--- src/rtl/ex_mem_stage.sv ---
// ex_mem_stage: Y86 execute stage fused with the EX/MEM pipeline register.
// Computes valE with the ALU, keeps the condition-code register (ZF/SF/OF),
// evaluates Cnd for jXX/cmovXX, resolves dstE/dstM and registers the
// result toward the memory stage.
// Ports:
//   clk, rst                  clock, synchronous active-high reset
//   ex_icode..ex_valP         id_ex register outputs
//   mem_stall                 hold the EX/MEM register and the CC register
//   mem_bubble                load a nop into the EX/MEM register
//   set_cc_inhibit            block the CC update (downstream exception)
//   ex_cnd                    combinational Cnd (icode 2/7 only)
//   mem_*                     registered EX/MEM outputs
//   cc_zf, cc_sf, cc_of       condition-code register
module ex_mem_stage (
  input  logic        clk,
  input  logic        rst,
  input  logic [7:0]  ex_icode,
  input  logic [7:0]  ex_ifun,
  input  logic [7:0]  ex_rA,
  input  logic [7:0]  ex_rB,
  input  logic [31:0] ex_valA,
  input  logic [31:0] ex_valB,
  input  logic [31:0] ex_valC,
  input  logic [31:0] ex_valP,
  input  logic        mem_stall,
  input  logic        mem_bubble,
  input  logic        set_cc_inhibit,
  output logic        ex_cnd,
  output logic [7:0]  mem_icode,
  output logic [7:0]  mem_ifun,
  output logic        mem_cnd,
  output logic [31:0] mem_valE,
  output logic [31:0] mem_valA,
  output logic [7:0]  mem_dstE,
  output logic [7:0]  mem_dstM,
  output logic [31:0] mem_valP,
  output logic        cc_zf,
  output logic        cc_sf,
  output logic        cc_of
);
  localparam logic [7:0] RNONE = 8'h0F;
  localparam logic [7:0] RESP  = 8'h04;

  logic [31:0] alu_a, alu_b, val_e;
  logic [7:0]  dst_e, dst_m;
  logic        is_opl, op_ok, set_cc, cnd_raw;
  logic        nzf, nsf, nof;

  assign is_opl = (ex_icode == 8'h06);
  assign op_ok  = (ex_ifun <= 8'd3);

  // ALU operand select
  always_comb begin
    alu_a = 32'h0;
    alu_b = 32'h0;
    case (ex_icode)
      8'h02, 8'h06:        alu_a = ex_valA;
      8'h03, 8'h04, 8'h05: alu_a = ex_valC;
      8'h08, 8'h0A:        alu_a = 32'hFFFF_FFFC;
      8'h09, 8'h0B:        alu_a = 32'd4;
      default:             alu_a = 32'h0;
    endcase
    case (ex_icode)
      8'h04, 8'h05, 8'h06, 8'h08, 8'h09, 8'h0A, 8'h0B: alu_b = ex_valB;
      default:                                        alu_b = 32'h0;
    endcase
  end

  // ALU and the flags an OPl would write
  always_comb begin
    val_e = alu_b + alu_a;
    nof   = (alu_a[31] == alu_b[31]) && (val_e[31] != alu_a[31]);
    if (is_opl) begin
      case (ex_ifun)
        8'd0: ;
        8'd1: begin
          val_e = alu_b - alu_a;
          nof   = (alu_a[31] != alu_b[31]) && (val_e[31] != alu_b[31]);
        end
        8'd2: begin val_e = alu_b & alu_a; nof = 1'b0; end
        8'd3: begin val_e = alu_b ^ alu_a; nof = 1'b0; end
        default: begin val_e = 32'h0; nof = 1'b0; end
      endcase
    end
    nzf = (val_e == 32'h0);
    nsf = val_e[31];
  end

  assign set_cc = is_opl && op_ok && !set_cc_inhibit;

  // Cnd from the current (pre-update) flags
  always_comb begin
    cnd_raw = 1'b0;
    case (ex_ifun)
      8'd0: cnd_raw = 1'b1;
      8'd1: cnd_raw = (cc_sf ^ cc_of) | cc_zf;
      8'd2: cnd_raw = cc_sf ^ cc_of;
      8'd3: cnd_raw = cc_zf;
      8'd4: cnd_raw = !cc_zf;
      8'd5: cnd_raw = !(cc_sf ^ cc_of);
      8'd6: cnd_raw = !(cc_sf ^ cc_of) && !cc_zf;
      default: cnd_raw = 1'b0;
    endcase
  end

  assign ex_cnd = ((ex_icode == 8'h02) || (ex_icode == 8'h07)) && cnd_raw;

  always_comb begin
    dst_e = RNONE;
    case (ex_icode)
      8'h02:                      dst_e = cnd_raw ? ex_rB : RNONE;
      8'h03, 8'h06:               dst_e = ex_rB;
      8'h08, 8'h09, 8'h0A, 8'h0B: dst_e = RESP;
      default:                    dst_e = RNONE;
    endcase
    dst_m = ((ex_icode == 8'h05) || (ex_icode == 8'h0B)) ? ex_rA : RNONE;
  end

  always_ff @(posedge clk) begin
    if (rst) begin
      cc_zf     <= 1'b1;
      cc_sf     <= 1'b0;
      cc_of     <= 1'b0;
      mem_icode <= 8'h01;
      mem_ifun  <= 8'h00;
      mem_cnd   <= 1'b0;
      mem_valE  <= 32'h0;
      mem_valA  <= 32'h0;
      mem_dstE  <= RNONE;
      mem_dstM  <= RNONE;
      mem_valP  <= 32'h0;
    end else if (!mem_stall) begin
      // a bubble kills the EX/MEM load but the OPl flags still land
      if (set_cc) begin
        cc_zf <= nzf;
        cc_sf <= nsf;
        cc_of <= nof;
      end
      if (mem_bubble) begin
        mem_icode <= 8'h01;
        mem_ifun  <= 8'h00;
        mem_cnd   <= 1'b0;
        mem_valE  <= 32'h0;
        mem_valA  <= 32'h0;
        mem_dstE  <= RNONE;
        mem_dstM  <= RNONE;
        mem_valP  <= 32'h0;
      end else begin
        mem_icode <= ex_icode;
        mem_ifun  <= ex_ifun;
        mem_cnd   <= ex_cnd;
        mem_valE  <= val_e;
        mem_valA  <= ex_valA;
        mem_dstE  <= dst_e;
        mem_dstM  <= dst_m;
        mem_valP  <= ex_valP;
      end
    end
  end
endmodule

--- config.mk ---
export PLATFORM = sky130hd
export DESIGN_NAME = ex_mem_stage
export DESIGN_NICKNAME = d
export VERILOG_FILES = /design/src/rtl/ex_mem_stage.sv
export SDC_FILE = /design/constraint.sdc
export NUM_CORES = 1
export LEC_CHECK = 0
export ABC_AREA = 1
export BUFFER_PORTS_ARGS = -buffer_cell sky130_fd_sc_hd__buf_2
export CELL_PAD_IN_SITES_DETAIL_PLACEMENT = 0
export CELL_PAD_IN_SITES_GLOBAL_PLACEMENT = 2
export CORE_MARGIN = 2
export CORE_UTILIZATION = 25
export DETAILED_ROUTE_END_ITERATION = 8
export MAX_ROUTING_LAYER = met4
export PLACE_DENSITY_LB_ADDON = 0.1
export SETUP_SLACK_MARGIN = 0.02
export SLEW_MARGIN = 20
export SYNTH_ARGS = -nofsm -noshare
export SYNTH_HDL_FRONTEND = slang
export SYNTH_SLANG_ARGS = --single-unit
--- constraint.sdc ---
create_clock -name clk -period 3.9 [get_ports clk]
set_input_delay 0.78 -clock clk [delete_from_list [all_inputs] [get_ports clk]]
set_output_delay 0.78 -clock clk [all_outputs]
set_load 0.02 [all_outputs]
==> reports/summary.txt <==
FF-to-FF End: mem_dstE[5]
Number of flops mapped to enable cells by yosys: 0
Syn_nets: 2351
Number of global-route vias before repair: 15800
Maximum vdd drop: 0.348 mV
DR vias: 15700
Final slew viol count: 0
Clock sink count: 132
Mapped cell area: 11900 sq um
Largest stage delay, worst path: 230 ps
Fin cells: 3410
CTS H-Tree Depth: 4
Crit path time final: 3850 ps
Post-DP Area: 17000 sq um
Fraction of final layout cells sized beyond drive strength 1: 38.8%
Final #Nets: 3023
1st-iter DRT viols: 785
Clock buffer depth: 2
Top cell type's share of synthesized area: 23.4%
Top post-synthesis cells by area: nand2_1, dfxtp_1, inv_1, a21oi_1, ha_1
Highest metal used: met4
Design Power: 4110 uW
RSZ-0062 raised after global routing: true
WL/cell: 18.6 um
Worst EP arrival: 4250 ps
Hold Violations, Final: 0
Synthesized instance count: 2116
Worst path required time: 4300 ps
R2r worst-path depth: 10
Syn avg cell area: 5.63 sq um
Die height: 222 um
GRT Overall Usage: 26.0%
Hold EP: mem_ifun[5]
Hold_buf cts: 0
CTS tree: yes
R2r setup slk: 2270 ps
Worst r2r src: cc_sf
Clock Skew: 6.99 ps
DIE AREA: 49400 sq um
Clock transition at path regs: 60 ps
Hold Startpoint: mem_ifun[5]
Met3 WL: 3360 um
Setup crit start kind: primary input
Final period utilization: 98.7%
DRT Pass-1 Iters: 7
Final instance area: 19500 sq um
Slew headroom: 53.3%
Initial antenna violation count: 2
Tightest Hold Check Type: reg2reg
Syn-to-layout area delta: 63.3%
Post-synthesis sequential area ratio: 22.2%
Rows: 79
Post-DP HPWL: 52100 um
Hold Path Cell Cnt: 2
Remaining global-route overflow: 0
Total of warnings raised by yosys: 0
First-pass GRT wire length: 93600 um
Measured slew at the worst slew-check pin: 693 ps
Die X: 222 um
Final ANT Viol Nets: 0
Starting Density: 25.5%
Number of top-level pins: 298
Routed WL: 63600 um
Inserted Clock Buffers: 17
PD cells: 211 nW/um^2
Kind of critical path: in2reg
# Max-Cap Violations: 0
Cells after DPL: 3345
Ys async rst share: 0%
Root Driver: clkbuf_16
Seq cells post-synth: 132
Yosys top cell by area: nand2_1
Synth Flop Type: dfxtp_1
Worst-skew pair later-pin latency: 460 ps
Setup crit end kind: flip-flop
Final Wtd Congestion: 0.946
Slowest cell on crit path: ha_4
IO Port Bufs: 297
Setup violators final: 0
Core ar.: 46800 sq um
Fmax: 260 MHz
WL met1: 28200 um
Status: completed
Drt via density: 4.61
Largest net degree at the start of global routing: 111
Leakage: 0.0106 uW
Critical path fanouts, max: 8
Total length of routed met2 wires: 30200 um
# DRC: 0
Netlist cell types: 47
-- routing by layer --
| layer | vias up | global-route usage, % |
|---|---|---|
| met2 | 365 | 42.7 |
| met4 | 0 | 8.04 |
| li1 | 8014 | - |
| met3 | 73 | 5.44 |
| met1 | 7281 | 32.0 |
| met5 | - | - |
-- kinds of logic (layout without fill, tap and decap cells) --
logic type,after synthesis,after routing,synth area share (%)
adder cells (fa/ha/maj),70,70,7.48
AND/OR/NAND/NOR,1175,1175,41.0
XOR/XNOR,7,7,0.515
multiplexers,1,1,0.0840
flip-flops,132,132,22.2
AO/OA/AOI/OAI,300,300,14.4
other,0,2,0
buffers and inverters,431,1116,14.3
-- cells in the mapped netlist, types with 8 or more instances --
| cell | instances |
|---|---|
| o21ai_0 | 33 |
| nor3_1 | 8 |
| dfxtp_1 | 132 |
| a22o_1 | 30 |
| nand3_1 | 164 |
| nand4_1 | 43 |
| clkbuf_1 | 47 |
| nor2_1 | 180 |
| ha_1 | 68 |
| buf_2 | 29 |
| nand2_1 | 742 |
| o22ai_1 | 30 |
| inv_1 | 331 |
| a21oi_1 | 178 |
| nor2_2 | 13 |
-- what timing repair did --
item                       CTS  global route
setup endpoints to repair   19            21
gates cloned                 2             2
pin swaps                   22            87
buffers inserted            14            13
gates resized for setup    119           260
-- registers in the layout, indices dropped and copies added, names as in the netlist --
signal,count
mem_ifun,8
mem_dstM,8
cc_zf,1
mem_valE,32
mem_cnd,1
cc_of,1
mem_valP,32
cc_sf,1
mem_icode,8
mem_dstE,8
mem_valA,32
-- per-stage QoR --
| stage | hold slack, ps | util (%) | setup slack (ps) | TNS [ps] |
|---|---|---|---|---|
| finish | 459 | 41.6 | 48.8 | 0 |
| global route | 472 | 41.6 | -131 | -340 |
| CTS | 460 | 39.1 | -4.37 | -4.37 |
| detailed placement | 452 | 36.3 | -1010 | -16980 |
| global placement | 442 | 36.3 | -1030 | -16150 |
| floorplan | 535 | - | 72.6 | 0 |
-- power by group --
part | switching (uW) | internal, uW
sequential | 17.2 | 1380
clock | 682 | 981
combinational | 615 | 428
-- worst max-delay path: cells and delay by family --
kind            cells  cell delay [ps]
fa+ha+maj           1              230
buf+inv             7              800
simple gates       21             2170
compound gates      1              220
-- final cells by class --
cell class,count,area (sq um)
repair buffers,742,5150
fillers,5182,27300
flip-flops and latches,132,2640
clock inverters,13,149
multi-input cells,1553,8990
clock buffers,19,453
inverters,342,1300
diodes,2,5.00
well taps,607,759
-- layout by cell type (no fill, tap or decap), types with 4 or more instances in the layout --
master     count
a21oi_1      151
a21oi_2       26
a22o_1        21
a22o_4         9
and2_1         4
buf_12        11
buf_2        289
buf_4        414
buf_6         23
clkbuf_16     19
clkinv_4       6
dfxtp_1      132
ha_1          34
ha_4          32
inv_1        318
inv_2         18
nand2_1      674
nand2_2       66
nand2_4        9
nand3_1      148
nand3_2       15
nand3_4        4
nand4_1       43
nor2_1        91
nor2_2        61
nor2_4        42
nor3_2         4
o211ai_1       6
o21a_1         4
o21ai_0       27
o21ai_1        7
o22ai_1       29
or2_2          5
xor2_1         7
-- how the worst max path moves through the flow --
stage	startpoint	endpoint	slack, ps	cells past startpoint
floorplan	ex_icode[1]	cc_zf	70	25
global placement	ex_icode[7]	cc_zf	-1030	29
detailed placement	ex_icode[4]	cc_zf	-1010	29
CTS	ex_icode[6]	cc_zf	-4	33
global route	ex_icode[7]	cc_zf	-130	31
finish	ex_icode[7]	cc_zf	50	30
(Power assumes the default switching activity.)
